`config.mk`:
```
export PLATFORM = sky130hd
export DESIGN_NAME = bitstream_loader_flat
export DESIGN_NICKNAME = d
export VERILOG_FILES = /design/src/rtl/bitstream_loader_if.sv /design/src/rtl/bitstream_loader.sv /design/src/flat_wrapper.sv
export SDC_FILE = /design/constraint.sdc
export NUM_CORES = 2
export LEC_CHECK = 0
export BUFFER_PORTS_ARGS = -buffer_cell sky130_fd_sc_hd__buf_2
export CORE_ASPECT_RATIO = 1.5
export CORE_UTILIZATION = 35
export CTS_CLUSTER_DIAMETER = 60
export CTS_CLUSTER_SIZE = 40
export DETAILED_ROUTE_END_ITERATION = 8
export REMOVE_ABC_BUFFERS = 1
export SLEW_MARGIN = 30
export SYNTH_ARGS = -nofsm -noshare
export SYNTH_HDL_FRONTEND = slang
export SYNTH_SLANG_ARGS = --single-unit
```
`constraint.sdc`:
```
create_clock -name clk -period 12.8 [get_ports clk]
set_input_delay 1.28 -clock clk [delete_from_list [all_inputs] [get_ports clk]]
set_output_delay 1.28 -clock clk [all_outputs]
set_load 0.01 [all_outputs]
```
`src/rtl/bitstream_loader_if.sv`:
```
`default_nettype none
// ============================================================================
// Module   : bitstream_loader_if
// Purpose  : Fabric-side configuration word stream with ready/valid handshake
//            and the fabric's completion report.
// Revision : 1.0 - initial release
// ============================================================================
interface bitstream_loader_if #(
    parameter int WORD_W = 77
);
    logic [WORD_W-1:0] bit_o;
    logic              bit_v_o;
    logic              bit_r_i;
    logic              done_i;

    modport master (
        output bit_o,
        output bit_v_o,
        input  bit_r_i,
        input  done_i
    );

    modport slave (
        input  bit_o,
        input  bit_v_o,
        output bit_r_i,
        output done_i
    );
endinterface
`default_nettype wire

```
`src/rtl/bitstream_loader.sv`:
```
`default_nettype none
// ============================================================================
// Module   : bitstream_loader
// Purpose  : Streams a stored bitstream to the fabric in bursts of GROUP words
//            separated by GAP_CYCLES idle cycles, then waits for done_i.
//            Optional macro BITSTREAM_LOADER_TIMEOUT_EN adds a done_i timeout.
// Revision : 1.0 - initial release
// ============================================================================
module bitstream_loader #(
    parameter int WORD_W         = 77,
    parameter int NUM_WORDS      = 16,
    parameter int GROUP          = 4,
    parameter int GAP_CYCLES     = 5,
    parameter int TIMEOUT_CYCLES = 1024
) (
    input  logic                         clk,
    input  logic                         rst,
    input  logic                         wr_en,
    input  logic [$clog2(NUM_WORDS)-1:0] wr_addr,
    input  logic [WORD_W-1:0]            wr_data,
    input  logic                         start_i,
    bitstream_loader_if.master           fab,
    output logic                         busy_o,
    output logic                         cfg_done_o,
    output logic                         err_o
);

    localparam int IDX_W = $clog2(NUM_WORDS);
    localparam int GRP_W = (GROUP > 1) ? $clog2(GROUP) : 1;
    localparam int GAP_W = (GAP_CYCLES > 1) ? $clog2(GAP_CYCLES) : 1;

    localparam logic [2:0] c_IDLE      = 3'd0;
    localparam logic [2:0] c_SEND      = 3'd1;
    localparam logic [2:0] c_GAP       = 3'd2;
    localparam logic [2:0] c_WAIT_DONE = 3'd3;
    localparam logic [2:0] c_FINISH    = 3'd4;
    localparam logic [2:0] c_ERROR     = 3'd5;

    localparam logic [IDX_W-1:0] c_LAST_IDX = IDX_W'(NUM_WORDS - 1);
    localparam logic [GRP_W-1:0] c_GRP_LAST = GRP_W'(GROUP - 1);
    localparam logic [GAP_W-1:0] c_GAP_LAST = GAP_W'(GAP_CYCLES - 1);

    logic [WORD_W-1:0] r_mem [NUM_WORDS];

    logic [2:0]        r_state;
    logic [IDX_W-1:0]  r_index;
    logic [GRP_W-1:0]  r_grp;
    logic [GAP_W-1:0]  r_gap;
    logic [WORD_W-1:0] r_bit;
    logic              r_bit_v;
    logic              r_cfg_done;

    logic              w_xfer;
    logic [IDX_W-1:0]  w_next_idx;
    logic              w_last;
    logic              w_grp_end;

`ifdef BITSTREAM_LOADER_TIMEOUT_EN
    localparam int TO_W = $clog2(TIMEOUT_CYCLES + 1);
    localparam logic [TO_W-1:0] c_TO_LAST = TO_W'(TIMEOUT_CYCLES - 1);
    logic              r_err;
    logic [TO_W-1:0]   r_to;
    assign err_o = r_err;
`else
    assign err_o = 1'b0;
`endif

    assign w_xfer     = r_bit_v & fab.bit_r_i;
    assign w_next_idx = r_index + 1'b1;
    assign w_last     = (r_index == c_LAST_IDX);
    assign w_grp_end  = (r_grp == c_GRP_LAST);

    assign busy_o      = (r_state == c_SEND) || (r_state == c_GAP) || (r_state == c_WAIT_DONE);
    assign cfg_done_o  = r_cfg_done;
    assign fab.bit_o   = r_bit;
    assign fab.bit_v_o = r_bit_v;

    // Host writes are frozen while streaming so the presented word never changes under the fabric.
    always_ff @(posedge clk) begin
        if (wr_en && !busy_o) begin
            r_mem[wr_addr] <= wr_data;
        end
    end

    always_ff @(posedge clk or negedge rst) begin
        if (!rst) begin
            r_state    <= c_IDLE;
            r_index    <= '0;
            r_grp      <= '0;
            r_gap      <= '0;
            r_bit      <= '0;
            r_bit_v    <= 1'b0;
            r_cfg_done <= 1'b0;
`ifdef BITSTREAM_LOADER_TIMEOUT_EN
            r_err      <= 1'b0;
            r_to       <= '0;
`endif
        end else begin
            case (r_state)
                c_IDLE, c_FINISH, c_ERROR: begin
                    if (start_i) begin
                        r_state    <= c_SEND;
                        r_index    <= '0;
                        r_grp      <= '0;
                        r_bit      <= r_mem[0];
                        r_bit_v    <= 1'b1;
                        r_cfg_done <= 1'b0;
`ifdef BITSTREAM_LOADER_TIMEOUT_EN
                        r_err      <= 1'b0;
`endif
                    end
                end
                c_SEND: begin
                    if (w_xfer) begin
                        if (w_last) begin
                            r_state <= c_WAIT_DONE;
                            r_bit   <= '0;
                            r_bit_v <= 1'b0;
`ifdef BITSTREAM_LOADER_TIMEOUT_EN
                            r_to    <= '0;
`endif
                        end else if (w_grp_end && (GAP_CYCLES > 0)) begin
                            r_state <= c_GAP;
                            r_gap   <= '0;
                            r_grp   <= '0;
                            r_index <= w_next_idx;
                            r_bit   <= '0;
                            r_bit_v <= 1'b0;
                        end else begin
                            // Next word is registered now so a back-to-back transfer follows immediately.
                            r_index <= w_next_idx;
                            r_grp   <= w_grp_end ? '0 : r_grp + 1'b1;
                            r_bit   <= r_mem[w_next_idx];
                        end
                    end
                end
                c_GAP: begin
                    if (r_gap == c_GAP_LAST) begin
                        r_state <= c_SEND;
                        r_bit   <= r_mem[r_index];
                        r_bit_v <= 1'b1;
                    end else begin
                        r_gap <= r_gap + 1'b1;
                    end
                end
                c_WAIT_DONE: begin
                    if (fab.done_i) begin
                        r_state    <= c_FINISH;
                        r_cfg_done <= 1'b1;
                    end
`ifdef BITSTREAM_LOADER_TIMEOUT_EN
                    else if (r_to == c_TO_LAST) begin
                        r_state <= c_ERROR;
                        r_err   <= 1'b1;
                    end else begin
                        r_to <= r_to + 1'b1;
                    end
`endif
                end
                default: begin
                    r_state <= c_IDLE;
                end
            endcase
        end
    end

endmodule
`default_nettype wire

```
`src/flat_wrapper.sv`:
```
// flat-port wrapper written by rule: the top's interface ports become plain ports
module bitstream_loader_flat 
#(
    parameter int WORD_W         = 77,
    parameter int NUM_WORDS      = 16,
    parameter int GROUP          = 4,
    parameter int GAP_CYCLES     = 5,
    parameter int TIMEOUT_CYCLES = 1024
)
  (clk, rst, wr_en, wr_addr, wr_data, start_i, busy_o, cfg_done_o, err_o, fab_bit_o, fab_bit_v_o, fab_bit_r_i, fab_done_i);
  bitstream_loader_if #(.WORD_W(WORD_W)) fab_i ();
  input  logic clk;
  input  logic rst;
  input  logic wr_en;
  input  logic [$clog2(NUM_WORDS)-1:0] wr_addr;
  input  logic [WORD_W-1:0] wr_data;
  input  logic start_i;
  output logic busy_o;
  output logic cfg_done_o;
  output logic err_o;
  output wire logic [$bits(fab_i.bit_o)-1:0] fab_bit_o;
  output wire logic [$bits(fab_i.bit_v_o)-1:0] fab_bit_v_o;
  input wire logic [$bits(fab_i.bit_r_i)-1:0] fab_bit_r_i;
  input wire logic [$bits(fab_i.done_i)-1:0] fab_done_i;
  assign fab_bit_o = fab_i.bit_o;
  assign fab_bit_v_o = fab_i.bit_v_o;
  assign fab_i.bit_r_i = fab_bit_r_i;
  assign fab_i.done_i = fab_done_i;
  bitstream_loader #(.WORD_W(WORD_W), .NUM_WORDS(NUM_WORDS), .GROUP(GROUP), .GAP_CYCLES(GAP_CYCLES), .TIMEOUT_CYCLES(TIMEOUT_CYCLES)) u_core (.clk(clk), .rst(rst), .wr_en(wr_en), .wr_addr(wr_addr), .wr_data(wr_data), .start_i(start_i), .fab(fab_i), .busy_o(busy_o), .cfg_done_o(cfg_done_o), .err_o(err_o));
endmodule
```
; ---- Word-level counts from Yosys, hierarchy flattened
; Memories as Yosys holds them, arrays and structs flattened.
; Index checks and enable logic that the tools add are counted.
[op_classes]
muxes = 38
add_sub_neg = 3
eq_ne = 16
bitwise = 1
n_reduce_logical = 16
[ops]
columns = operator, count
row1 = 77-bit 2-to-1 mux, 5
row2 = 77-bit case mux with 3 select lines, 1
row3 = 3-bit 2-to-1 mux, 10
row4 = 5-bit AND reduction, 3
row5 = 4-bit 2-to-1 mux, 3
row6 = 3-bit case mux with 4 select lines, 1
row7 = "2-bit inequality test, second input constant", 5
row8 = "3-bit == test, second input constant", 3
row9 = 1-bit 2-to-1 mux, 9
row10 = 2-bit 2-to-1 mux, 4
row11 = 4-bit case mux with 2 select lines, 1
row12 = 4-bit AND reduction, 2
row13 = "3-bit by 2-bit == test with 1-bit output, second input constant", 2
row14 = 3-bit case mux with 2 select lines, 1
row15 = 2-bit nonzero test, 3
row16 = "4-bit by 1-bit adder with 4-bit output, second input constant", 1
row17 = "4-bit == test, second input constant", 1
row18 = "2-bit by 1-bit inequality test with 1-bit output, second input constant", 2
row19 = 2-bit case mux with 2 select lines, 1
row20 = "3-bit by 1-bit adder with 3-bit output, second input constant", 1
row21 = "3-bit by 1-bit == test with 1-bit output, second input constant", 1
row22 = 3-bit logical NOT, 1
row23 = "3-bit by 1-bit inequality test with 1-bit output, second input constant", 1
row24 = 1-bit case mux with 3 select lines, 1
row25 = other kinds (10), 11
[totals]
ff_bits = 91
memories = 1
ramBits = 1232
in_bits = 87
output_inout_bits = 81
word_cells = 82
[memory_table]
columns = memory, words, width, read_ports, rd_ports_with_merged_regs, write_ports, line_no
row1 = u_core.r_mem, 16, 77, 3, 0, 1, bitstream_loader.sv:43  ; logic [WORD_W-1:0] r_mem [NUM_WORDS];

; ---- Depth between registers and ports, before layout
[logic_depth]
word_depth = 7
depth_mapped = 10
mapped_depth_nobuf = 7

; ---- Worst setup path before layout
; OpenSTA, ideal clock, no wires.
[synth_path]
path_kind = in2reg
start = in wr_addr[3]
end = mem u_core.r_mem[0][0], enable pin
n_path_buf = 0
stages = 2
setup_ps = 608
setup_slack_ps = 5255
required_time_ps = 12192
arrival_ps = 6937
path_cell_list = or3_1 -> nor3_1
[synth_rtl]
columns = element, line_no
row1 = "start, declared", flat_wrapper.sv:15  ; input logic [$clog2(NUM_WORDS)-1:0] wr_addr;
row2 = "end, declared", bitstream_loader.sv:43
; No word-level cell before the write port.

; ---- Worst setup path after layout
[layout_path]
start = reg u_core.r_index[0]
end = reg u_core.r_bit[14], in the netlist u_core.fab.bit_o[14]
[layout_via]
elab_chain_cells = 6
elab_cells_between_ends = 8
cone_classes = add/sub: 1 / eq/ne: 1 / mux: 5 / memory: 1
[layout_rtl]
columns = element, line_no
row1 = "start, declared", bitstream_loader.sv:46  ; logic [IDX_W-1:0] r_index;
row2 = "start signal, assigned", bitstream_loader.sv:126  ; r_index <= w_next_idx;
row3 = "start signal, assigned", bitstream_loader.sv:131  ; r_index <= w_next_idx;
row4 = 4-bit by 1-bit adder with 4-bit output, bitstream_loader.sv:69  ; assign w_next_idx = r_index + 1'b1;
row5 = memory read 16 x 77 bit, -
row6 = 77-bit 2-to-1 mux, bitstream_loader.sv:122  ; end else if (w_grp_end && (GAP_CYCLES > 0)) begin
row7 = 77-bit 2-to-1 mux, bitstream_loader.sv:115  ; if (w_last) begin
row8 = 77-bit 2-to-1 mux, bitstream_loader.sv:114  ; if (w_xfer) begin
row9 = 77-bit case mux with 3 select lines (*), bitstream_loader.sv:99  ; case (r_state)
row10 = "end signal, assigned", bitstream_loader.sv:105  ; r_bit <= r_mem[0];
row11 = "end signal, assigned", bitstream_loader.sv:133  ; r_bit <= r_mem[w_next_idx];
row12 = "end signal, assigned", bitstream_loader.sv:140  ; r_bit <= r_mem[r_index];
row13 = "end, declared", bitstream_loader.sv:49  ; logic [WORD_W-1:0] r_bit;
; Mark *: on every way between the ends. The rest lies on a longest branch, timed or not. The select of a mux whose other input is x is not followed.
; A chain may end at the register's enable or synchronous reset.

==> key figures <==
STA
  – Worst Max-Slew Pin Slew: 1.04 ns
  – Clock Skews: 0.0616 ns
  – Slew HR: 30.9%
  – WHS: 0.428 ns
  – Slew Limit Fails: 0
  – Final Hold Viols: 0
  – Fmax: 0.155 GHz
  – Period utilization: 50.3%
  – Setup_tns: 0 ns
  – Min cycle time layout: 6.44 ns
  – RSZ-0062 raised after global routing: false
  – Setup Viol. Count Final: 0

Synthesis
  – EDFF count, synth: 1232
  – Post-Syn Area: 60800 um2
  – Synth top area share: 60.8%
  – Sequential share of the synthesized area: 64.6%
  – Async set-reset flop share out of synthesis: 6.88%
  – Main synth FF type: edfxtp_1
  – Cell type with the largest total area after synthesis: edfxtp_1
  – Syn Area/Cell: 17.1 um2
  – Post-synthesis instance total: 3553
  – Synthesis Warnings: 0
  – Synth area leaders: edfxtp_1 (61%), mux2i_1 (13%), mux4_2 (12%), dfrtp_1 (3.7%), a22oi_1 (2.8%)
  – Register bit total from synthesis: 1323
  – Synth cell types: 48

Final layout
  – Commonest cells after routing, fill and taps aside: edfxtp_1 (1232), mux2i_1 (762), mux4_2 (312), a22oi_1 (228)
  – Fin nets: 3676
  – Synth-to-Final Area Change: 11.3%
  – Final instance area: 67700 um2
  – Most common cell after layout, fill and taps aside: edfxtp_1
  – Finished Layout Cells: 5935
  – Share of cells above drive strength 1: 20.1%

Power and ir drop
  – Overall Power: 14.0 mW
  – Pwr dens: 206 nW/um2
  – Lkg Pwr: 22.4 nW
  – Maximum vdd drop: 0.288 mV

Status
  – Status: complete, but fails checks
  – Failing checks: DRC

Setup path
  – Crit path cell chain: buf_4 > buf_4 > buf_4 > buf_4 > buf_4 > mux4_2 > mux2i_1 > o22ai_1 > o32a_1
  – Cell mode on critical path: buf_4
  – Setup crit end kind: flop
  – Max incr delay on CP: 1.04 ns
  – CP max FO: 61
  – WP data required: 13.46 ns
  – WS Path Type: flop to flop
  – WP buf/inv: 5
  – Startpoint types: flop
  – Worst path top cell family by delay: buffers and inverters
  – CP Data Arrival Time: 7.10 ns
  – CP max-delay cell: dfrtp_4

Global route
  – Vias in the first global route: 36300
  – GRT Resource Usage Total: 19.7%
  – First-pass GRT wire length: 252 mm
  – Initial antenna violation count: 31
  – Largest net degree at the start of global routing: 158
  – GRT Residual Overflow: 0

Routing
  – Antenna Violating Nets Remaining: 0
  – Pre-antenna DRT Iters: 9
  – WL/cell: 29.5 um
  – First DRT Iteration DRCs: 2906
  – Drt total wl: 175 mm
  – Drc violations: 32
  – Vias: 35300
  – Routed vias/inst: 5.95

Worst hold path
  – Hold/Removal Path Class: input pin to async pin

Die
  – Ports: 168
  – Rows: 187
  – Die extent in y: 513 um
  – Die area: 176000 um2
  – Initial core utilization: 35.2%
  – Core Region: 173000 um2
  – Die W: 342 um

Placement
  – Port bufs: 166
  – Placed Instances: 5766
  – DP Wirelength: 86.2 mm
  – Gpl congestion: 0.740
  – Placed cell area: 64300 um2

Clock tree
  – Post-CTS Hold Buffers: 0
  – # resized after CTS: 0
  – H-tree depth: 3
  – Clk root buf: clkbuf_16
  – Maximum clock path buffer count: 3
  – Clk sinks: 1323
  – CTS Buf Count: 82
  – Number of post-CTS setup repair buffers: 0
  – Worst skew pair latency: 0.76 ns
  – CTS tree: yes
  – Clock Pin Slew Worst Setup and Hold Paths: 0.11 ns

Flow run
  – Max-cap check violation count: 0
## synthesized netlist by cell type (2+ instances only)
cell type and count:
edfxtp_1 1232, mux2i_1 762, mux4_2 312, a22oi_1 228, nand2_1 166, nand3_1 156, clkbuf_1 149, buf_2 105
dfrtp_1 91, o22ai_1 77, a221oi_1 76, o32a_1 74, buf_1 21, nor2_1 18, buf_6 8, o21ai_0 7
buf_4 6, nor3_1 6, a21oi_1 4, ha_1 4, inv_1 4, nor2b_1 4, or3_1 4, a22o_1 3
mux2_2 3, xor2_1 3, and2_1 2, and4b_1 2, nand2b_1 2, nand4_1 2, o21bai_1 2, o22a_1 2
o31ai_1 2, o32a_2 2
## path summary, 6_finish.rpt
check / slack, ns / cells after the start / start / to
worst max register to register: 6.36 / 9 / u_core.r_index[0] / u_core.fab.bit_o[14]
max in group asynchronous: 10.34 / 3 / rst / u_core.fab.bit_o[21]
worst min-delay path: 0.43 / 1 / rst / u_core.fab.bit_o[20]
min in group clk: 0.50 / 1 / u_core.fab.bit_o[1] / u_core.fab.bit_o[1]
worst max-delay path: 6.36 / 9 / u_core.r_index[0] / u_core.fab.bit_o[14]
worst min register to register: 0.50 / 1 / u_core.fab.bit_o[1] / u_core.fab.bit_o[1]
## layout make-up
class / instances / area, um2
flip-flops and latches: 1323 / 39300
inverters: 4 / 15.0
multi-input cells: 1937 / 20400
clock inverters: 66 / 1200
well taps: 2268 / 2840
repair buffers: 237 / 1770
clock buffers: 87 / 2100
diodes: 13 / 32.5
fillers: 15600 / 105000
## layer usage
metal / vias up / share of wire [%] / global-route usage [%]
li1: 14900 / - / -
met1: 18900 / 42 / 26.3
met2: 1152 / 49 / 32.8
met3: 312 / 6.2 / 3.01
met4: 24 / 2.9 / 6.49
met5: - / 0.088 / 0
## flip-flops by register name, indices dropped and copies added (netlist names)
signal / count
u_core.fab.bit_o: 77
u_core.r_mem: 1232
u_core.r_gap: 3
u_core.r_index: 4
u_core.fab.bit_v_o: 1
u_core.r_state: 3
u_core.cfg_done_o: 1
u_core.r_grp: 2
## where the power goes
| group | internal [mW] | switching [mW] | total, mW |
|---|---|---|---|
| combinational | 2.48 | 3.04 | 5.52 |
| clock | 1.43 | 1.80 | 3.23 |
| sequential | 4.96 | 0.242 | 5.20 |
## through the flow
stage / utilization, % / setup slack (ns)
2_1_floorplan: - / -25.67
3_3_place_gp: 37.1 / 6.52
3_5_place_dp: 37.2 / 6.38
4_1_cts: 39.1 / 6.40
5_1_grt: 39.1 / 6.04
6_report: 39.1 / 6.36
## worst reg2reg max path, delay by kind of cell (launching register included)
| kind | cells | cell delay [ns] |
|---|---|---|
| multiplexers | 2 | 0.62 |
| flip-flops | 1 | 1.04 |
| buffers and inverters | 5 | 4.20 |
| AO/OA/AOI/OAI | 2 | 0.49 |
## kinds of logic (layout without fill, tap and decap cells)
family	Yosys count	in the layout	share of synthesized area, %
AOI/OAI and AO/OA	484	484	6.26
xor gates and xnor gates	3	3	0.0432
adders and majority gates	4	4	0.0823
buffers and inverters	293	394	2.16
DFF	1323	1323	64.6
muxes	1077	1077	24.1
other	1	14	0.00616
and+or+nand+nor	368	368	2.74
Power figures use the tool's default switching activity.
